===== src/rtl/uart_pkg.sv =====
// Shared UART definitions: frame states, clock divisor helper and frame constants.
// Common to the transmitter and the receiver.
package uart_pkg;

    localparam int DATA_BITS = 8;
    localparam int STOP_BITS = 1;

    typedef enum logic [2:0] {
        IDLE,
        START,
        DATA,
        PARITY,
        STOP
    } uart_state_e;

    // Clocks per bit, rounded to the nearest integer.
    function automatic int uart_div(input int clk_hz, input int baud);
        return (clk_hz + baud / 2) / baud;
    endfunction

endpackage


===== src/rtl/uart_tx_if.sv =====
// Byte-stream handshake between a producer (master) and the UART transmitter (slave).
// A byte moves on any clock edge where data_valid and data_ready are both high.
interface uart_tx_if;
    import uart_pkg::*;

    logic                 data_valid;
    logic                 data_ready;
    logic [DATA_BITS-1:0] data_byte;

    modport master (output data_valid, output data_byte, input data_ready);
    modport slave  (input data_valid, input data_byte, output data_ready);

endinterface


===== src/rtl/uart_baud_counter.sv =====
// Bit-period counter: counts 0..DIV-1 and wraps; restart_i forces zero on the next clock.
// bit_done_o is high during the final clock of each bit period.
module uart_baud_counter #(
    parameter int DIV = 450
) (
    input  logic clk,
    input  logic reset,
    input  logic restart_i,
    output logic bit_done_o
);

    localparam int W = (DIV > 1) ? $clog2(DIV) : 1;
    localparam logic [W-1:0] LAST = W'(DIV - 1);

    logic [W-1:0] cnt_q, cnt_d;

    always_comb begin
        cnt_d = cnt_q + W'(1);
        if (restart_i || (cnt_q == LAST)) begin
            cnt_d = '0;
        end
    end

    always_ff @(posedge clk) begin
        if (reset) begin
            cnt_q <= '0;
        end else begin
            cnt_q <= cnt_d;
        end
    end

    assign bit_done_o = (cnt_q == LAST);

endmodule


===== src/rtl/uart_tx.sv =====
// UART 8N1 transmitter; UART_TX_PARITY_EN inserts an even-parity bit before the stop bit.
// pin falls one clock after a handshake; data_ready only in IDLE or the last stop-bit clock.
module uart_tx
    import uart_pkg::*;
#(
    parameter int CLK  = 51_800_000,
    parameter int BAUD = 115200
) (
    input  logic     clk,
    input  logic     reset,
    output logic     pin,
    uart_tx_if.slave tx_if
);

    localparam int DIV = uart_div(CLK, BAUD);
    localparam logic [2:0] LAST_IDX = 3'(DATA_BITS - 1);

    if (DIV < 2) begin : g_div_check
        $error("uart_tx: clocks per bit (DIV) must be at least 2");
    end

    if (DATA_BITS != 8 || STOP_BITS != 1) begin : g_frame_check
        $error("uart_tx: only 8 data bits and 1 stop bit are supported");
    end

    uart_state_e          state_q, state_d;
    logic [DATA_BITS-1:0] shift_q, shift_d;
    logic [2:0]           idx_q, idx_d;
    logic                 pin_q, pin_d;
    logic                 bit_done;
    logic                 hs;
`ifdef UART_TX_PARITY_EN
    logic                 par_q, par_d;
`endif

    assign hs = tx_if.data_valid && tx_if.data_ready;

    uart_baud_counter #(
        .DIV(DIV)
    ) u_baud (
        .clk       (clk),
        .reset     (reset),
        .restart_i (hs),
        .bit_done_o(bit_done)
    );

    always_ff @(posedge clk) begin
        if (reset) begin
            state_q <= IDLE;
        end else begin
            state_q <= state_d;
        end
    end

    always_comb begin
        state_d = state_q;
        case (state_q)
            IDLE: begin
                if (hs) state_d = START;
            end
            START: begin
                if (bit_done) state_d = DATA;
            end
            DATA: begin
                if (bit_done && (idx_q == LAST_IDX)) begin
`ifdef UART_TX_PARITY_EN
                    state_d = PARITY;
`else
                    state_d = STOP;
`endif
                end
            end
`ifdef UART_TX_PARITY_EN
            PARITY: begin
                if (bit_done) state_d = STOP;
            end
`endif
            STOP: begin
                // A handshake in the final stop clock chains straight into the next start bit.
                if (hs) begin
                    state_d = START;
                end else if (bit_done) begin
                    state_d = IDLE;
                end
            end
            default: state_d = IDLE;
        endcase
    end

    always_comb begin
        shift_d = shift_q;
        idx_d   = idx_q;
        if (hs) begin
            shift_d = tx_if.data_byte;
        end else if ((state_q == DATA) && bit_done) begin
            shift_d = shift_q >> 1;
        end
        if (state_q == START) begin
            idx_d = '0;
        end else if ((state_q == DATA) && bit_done) begin
            idx_d = idx_q + 3'd1;
        end
    end

`ifdef UART_TX_PARITY_EN
    assign par_d = hs ? (^tx_if.data_byte) : par_q;
`endif

    always_ff @(posedge clk) begin
        if (reset) begin
            shift_q <= '0;
            idx_q   <= '0;
`ifdef UART_TX_PARITY_EN
            par_q   <= 1'b0;
`endif
        end else begin
            shift_q <= shift_d;
            idx_q   <= idx_d;
`ifdef UART_TX_PARITY_EN
            par_q   <= par_d;
`endif
        end
    end

    assign tx_if.data_ready = (state_q == IDLE) || ((state_q == STOP) && bit_done);

    // The line level is decoded from the next state so the pin flop changes with the state.
    always_comb begin
        case (state_d)
            START:   pin_d = 1'b0;
            DATA:    pin_d = shift_d[0];
`ifdef UART_TX_PARITY_EN
            PARITY:  pin_d = par_d;
`endif
            default: pin_d = 1'b1;
        endcase
    end

    always_ff @(posedge clk) begin
        if (reset) begin
            pin_q <= 1'b1;
        end else begin
            pin_q <= pin_d;
        end
    end

    assign pin = pin_q;

endmodule

===== src/flat_wrapper.sv =====
// flat-port wrapper written by rule: the top's interface ports become plain ports
module uart_tx_flat import uart_pkg::*;
#(
    parameter int CLK  = 51_800_000,
    parameter int BAUD = 115200
)
  (clk, reset, pin, tx_if_data_valid, tx_if_data_byte, tx_if_data_ready);
  uart_tx_if tx_if_i ();
  input  logic clk;
  input  logic reset;
  output logic pin;
  input wire logic [$bits(tx_if_i.data_valid)-1:0] tx_if_data_valid;
  input wire logic [$bits(tx_if_i.data_byte)-1:0] tx_if_data_byte;
  output wire logic [$bits(tx_if_i.data_ready)-1:0] tx_if_data_ready;
  assign tx_if_i.data_valid = tx_if_data_valid;
  assign tx_if_i.data_byte = tx_if_data_byte;
  assign tx_if_data_ready = tx_if_i.data_ready;
  uart_tx #(.CLK(CLK), .BAUD(BAUD)) u_core (.clk(clk), .reset(reset), .pin(pin), .tx_if(tx_if_i));
endmodule

===== config.mk =====
export PLATFORM = sky130hd
export DESIGN_NAME = uart_tx_flat
export DESIGN_NICKNAME = d
export VERILOG_FILES = /design/src/rtl/uart_pkg.sv /design/src/rtl/uart_tx_if.sv /design/src/rtl/uart_baud_counter.sv /design/src/rtl/uart_tx.sv /design/src/flat_wrapper.sv
export SDC_FILE = /design/constraint.sdc
export NUM_CORES = 1
export LEC_CHECK = 0
export CAP_MARGIN = 20
export CORE_ASPECT_RATIO = 0.8
export CORE_MARGIN = 1.5
export CORE_UTILIZATION = 50
export CTS_BUF_LIST = sky130_fd_sc_hd__clkbuf_4 sky130_fd_sc_hd__clkbuf_8 sky130_fd_sc_hd__clkbuf_16
export DETAILED_ROUTE_END_ITERATION = 8
export PLACE_DENSITY_LB_ADDON = 0.25
export SYNTH_ARGS = -nofsm -noshare
export SYNTH_HDL_FRONTEND = slang
export SYNTH_SLANG_ARGS = --single-unit
export TNS_END_PERCENT = 10

===== constraint.sdc =====
create_clock -name clk -period 2.6 [get_ports clk]
set_clock_uncertainty 0.15 [all_clocks]
set_input_delay 0.65 -clock clk [delete_from_list [all_inputs] [get_ports clk]]
set_output_delay 0.65 -clock clk [all_outputs]
set_load 0.03 [all_outputs]

==> summary.md <==
| Metric | Value |
|---|---|
| Status | finished clean |
| Clock sink count | 24 |
| Max-slew violations | 0 |
| PwrDens | 503 nW/um^2 |
| HP Class | register to register |
| Worst VDD drop | 0.000388 V |
| CP endpoint kind | output pin |
| Synth Instances | 111 |
| Syn-to-layout area delta | 18.4% |
| Max-Cap Viols | 0 |
| Clock slew at reported path FFs | 0.12 ns |
| Post-DP HPWL | 1500 um |
| Initial Util | 52.1% |
| Post-synth top area share | 43.1% |
| DP Worst Slack | 0.324 ns |
| Flops & latches, synth | 24 |
| Vias | 847 |
| CP max stage delay | 0.38 ns |
| Post-route ant nets | 0 |
| Drt pass-1 iters | 4 |
| Clock latency at the later pin of the worst-skew pair | 0.32 ns |
| Largest net degree at the start of global routing | 18 |
| Fin nets | 143 |
| Syn_nets | 126 |
| Top_reg_cell synth | dfxtp_1 |
| Final setup viols | 0 |
| Crit path max-delay family | simple AND/OR/NAND/NOR gates |
| EDFF count, synth | 0 |
| Routed WL | 2080 um |
| Root Driver | clkbuf_4 |
| Cell variety after synth | 32 |
| RSZ-0062 raised after global routing | no |
| F_max | 0.398 GHz |
| DP Cell Count | 146 |
| PortBufs | 12 |
| First DRT Iteration DRCs | 15 |
| Sequential fraction of the synthesis area | 43.1% |
| Routed wire per std cell | 13.7 um |
| I/O pin cnt | 13 |
| Hold slack | 0.337 ns |
| Slew @ Worst Pin | 0.509 ns |
| Vias in the first global route | 751 |
| CTS tree | built |
| Synth area leaders | dfxtp_1, nor2_1, mux2i_1, xor2_1, a211oi_1 |
| Share of cells above drive strength 1 | 17.3% |
| CORE AREA | 2140 um^2 |
| Sum of negative setup slack | 0 ns |
| YS warnings | 0 |
| Remaining DRCs | 0 |
| Netlist area before placement | 1110 um^2 |
| Most frequent cells after synthesis | dfxtp_1, nor2_1, mux2i_1 |
| Die height | 45.2 um |
| Startpoint types | register |
| CP Data Arrival Time | 1.71 ns |
| Post-DR vias/cell | 5.57 |
| Data required, critical path | 1.80 ns |
| CTS Hold Bufs | 0 |
| Endpoints failing hold | 0 |
| Antenna violations before repair | 0 |
| Biggest area consumer among synthesized cells | dfxtp_1 |
| Fin crit period | 2.51 ns |
| Row Count | 15 |
| Syn Area/Cell | 10.0 um^2 |
| Static Leak | 0.000552 uW |
| Chip width | 55.8 um |
| Worst setup margin | 0.0893 ns |
| Async SR Flop Fraction | 0% |
| Final Non-Filler Cells | 152 |
| Period utilisation layout | 96.6% |
| Critical path class | register to output pin |
| H-tree levels | 1 |
| Max_slew headroom | 66.0% |
| Gr usage total | 17.8% |
| Total gr overflow | 0 |
| Die area | 2520 um^2 |
| Worst path cell trace | inv_1 -> ha_1 -> and4b_2 -> a21bo_4 -> nor3b_2 -> buf_4 |
| Crit path buf inv count | 2 |
| Crit-path slowest cell | dfxtp_4 |
| First-pass GRT wire length | 3330 um |
| Inserted Clock Buffers | 3 |
| N_diodes | 0 |
| Clock Tree Buf Depth | 2 |
| RePlAce Congestion | 0.781 |
| Final core utilization | 61.7% |
| Max FO, Critical Path | 4 |
-- sequential cells by signal (all words and copies together), names as in the netlist --
register,flops
u_core.idx_q,3
u_core.pin,1
u_core.shift_q,8
u_core.state_q,3
u_core.u_baud.cnt_q,9
-- through the flow --
step | total power (uW) | cell area [um^2]
6_report | 665 | 1320
5_1_grt | 691 | 1320
4_1_cts | 668 | 1300
3_5_place_dp | 473 | 1260
3_3_place_gp | 468 | 1260
2_1_floorplan | 442 | 1110
-- placed cells by master (no fill, tap or decap), drive strengths merged, types with 2 or more instances in the layout --
| cell | Yosys | layout |
|---|---|---|
| nor2 | 24 | 24 |
| dfxtp | 24 | 24 |
| clkdlybuf4s50 | 0 | 11 |
| mux2i | 9 | 9 |
| a211oi | 7 | 7 |
| xor2 | 7 | 7 |
| nand3 | 7 | 7 |
| ha | 4 | 4 |
| buf | 2 | 4 |
| clkbuf | 1 | 4 |
| nor3b | 3 | 3 |
| nand2 | 3 | 3 |
| nand4 | 2 | 2 |
| inv | 2 | 2 |
| and2 | 2 | 2 |
-- routing by layer --
metal,part of all wire [%],track usage [%],up-vias
li1,-,-,425
met1,49,23.3,401
met2,46,28.1,19
met3,4.3,6.59,2
met4,0.72,5.37,0
met5,0,0,-
-- final cells by class --
type / instances / area (um^2)
clock buffer: 4 / 36.3
fill: 182 / 820
inverter: 2 / 7.51
multi-input combinational: 82 / 619
sequential: 24 / 485
tap: 25 / 31.3
timing repair buffer: 15 / 140
-- report_power, final --
part | switching (uW) | leakage, uW | internal, uW
Sequential | 11.8 | 0.000197 | 383
Combinational | 34.5 | 0.000334 | 37.5
Clock | 112 | 0.0000210 | 85.7
-- final timing paths --
check,start,to,slack (ns),cells after the start
max,u_core.u_baud.cnt_q[1],tx_if_data_ready,0.09,6
min,u_core.u_baud.cnt_q[0],u_core.u_baud.cnt_q[0],0.34,1
max reg2reg,u_core.u_baud.cnt_q[1],u_core.pin,0.49,8
min reg2reg,u_core.u_baud.cnt_q[0],u_core.u_baud.cnt_q[0],0.34,1
-- worst register-to-register path, cell delays in order (launching register included) --
cell and delay (ns):
dfxtp_4 0.38, inv_1 0.05, ha_1 0.16, and4b_2 0.27
a21bo_4 0.22, buf_4 0.15, nand3_4 0.18, a21boi_1 0.12
a2111o_1 0.35
-- cell families after synthesis --
group / Yosys count / synth area share [%]
AND/OR/NAND/NOR: 47 / 23.7
buffers and inverters: 5 / 1.91
adder cells (fa/ha/maj): 4 / 4.49
flip-flops: 24 / 43.1
multiplexers: 9 / 8.42
AO/OA/AOI/OAI: 14 / 12.1
XOR/XNOR: 8 / 6.29
-- repair_timing --
item	4_1_cts	5_1_grt
pin swaps	0	1
setup endpoints to repair	1	1
buffers inserted	0	2
gates resized for setup	2	3
No activity file was read; power rests on OpenSTA's default activity.
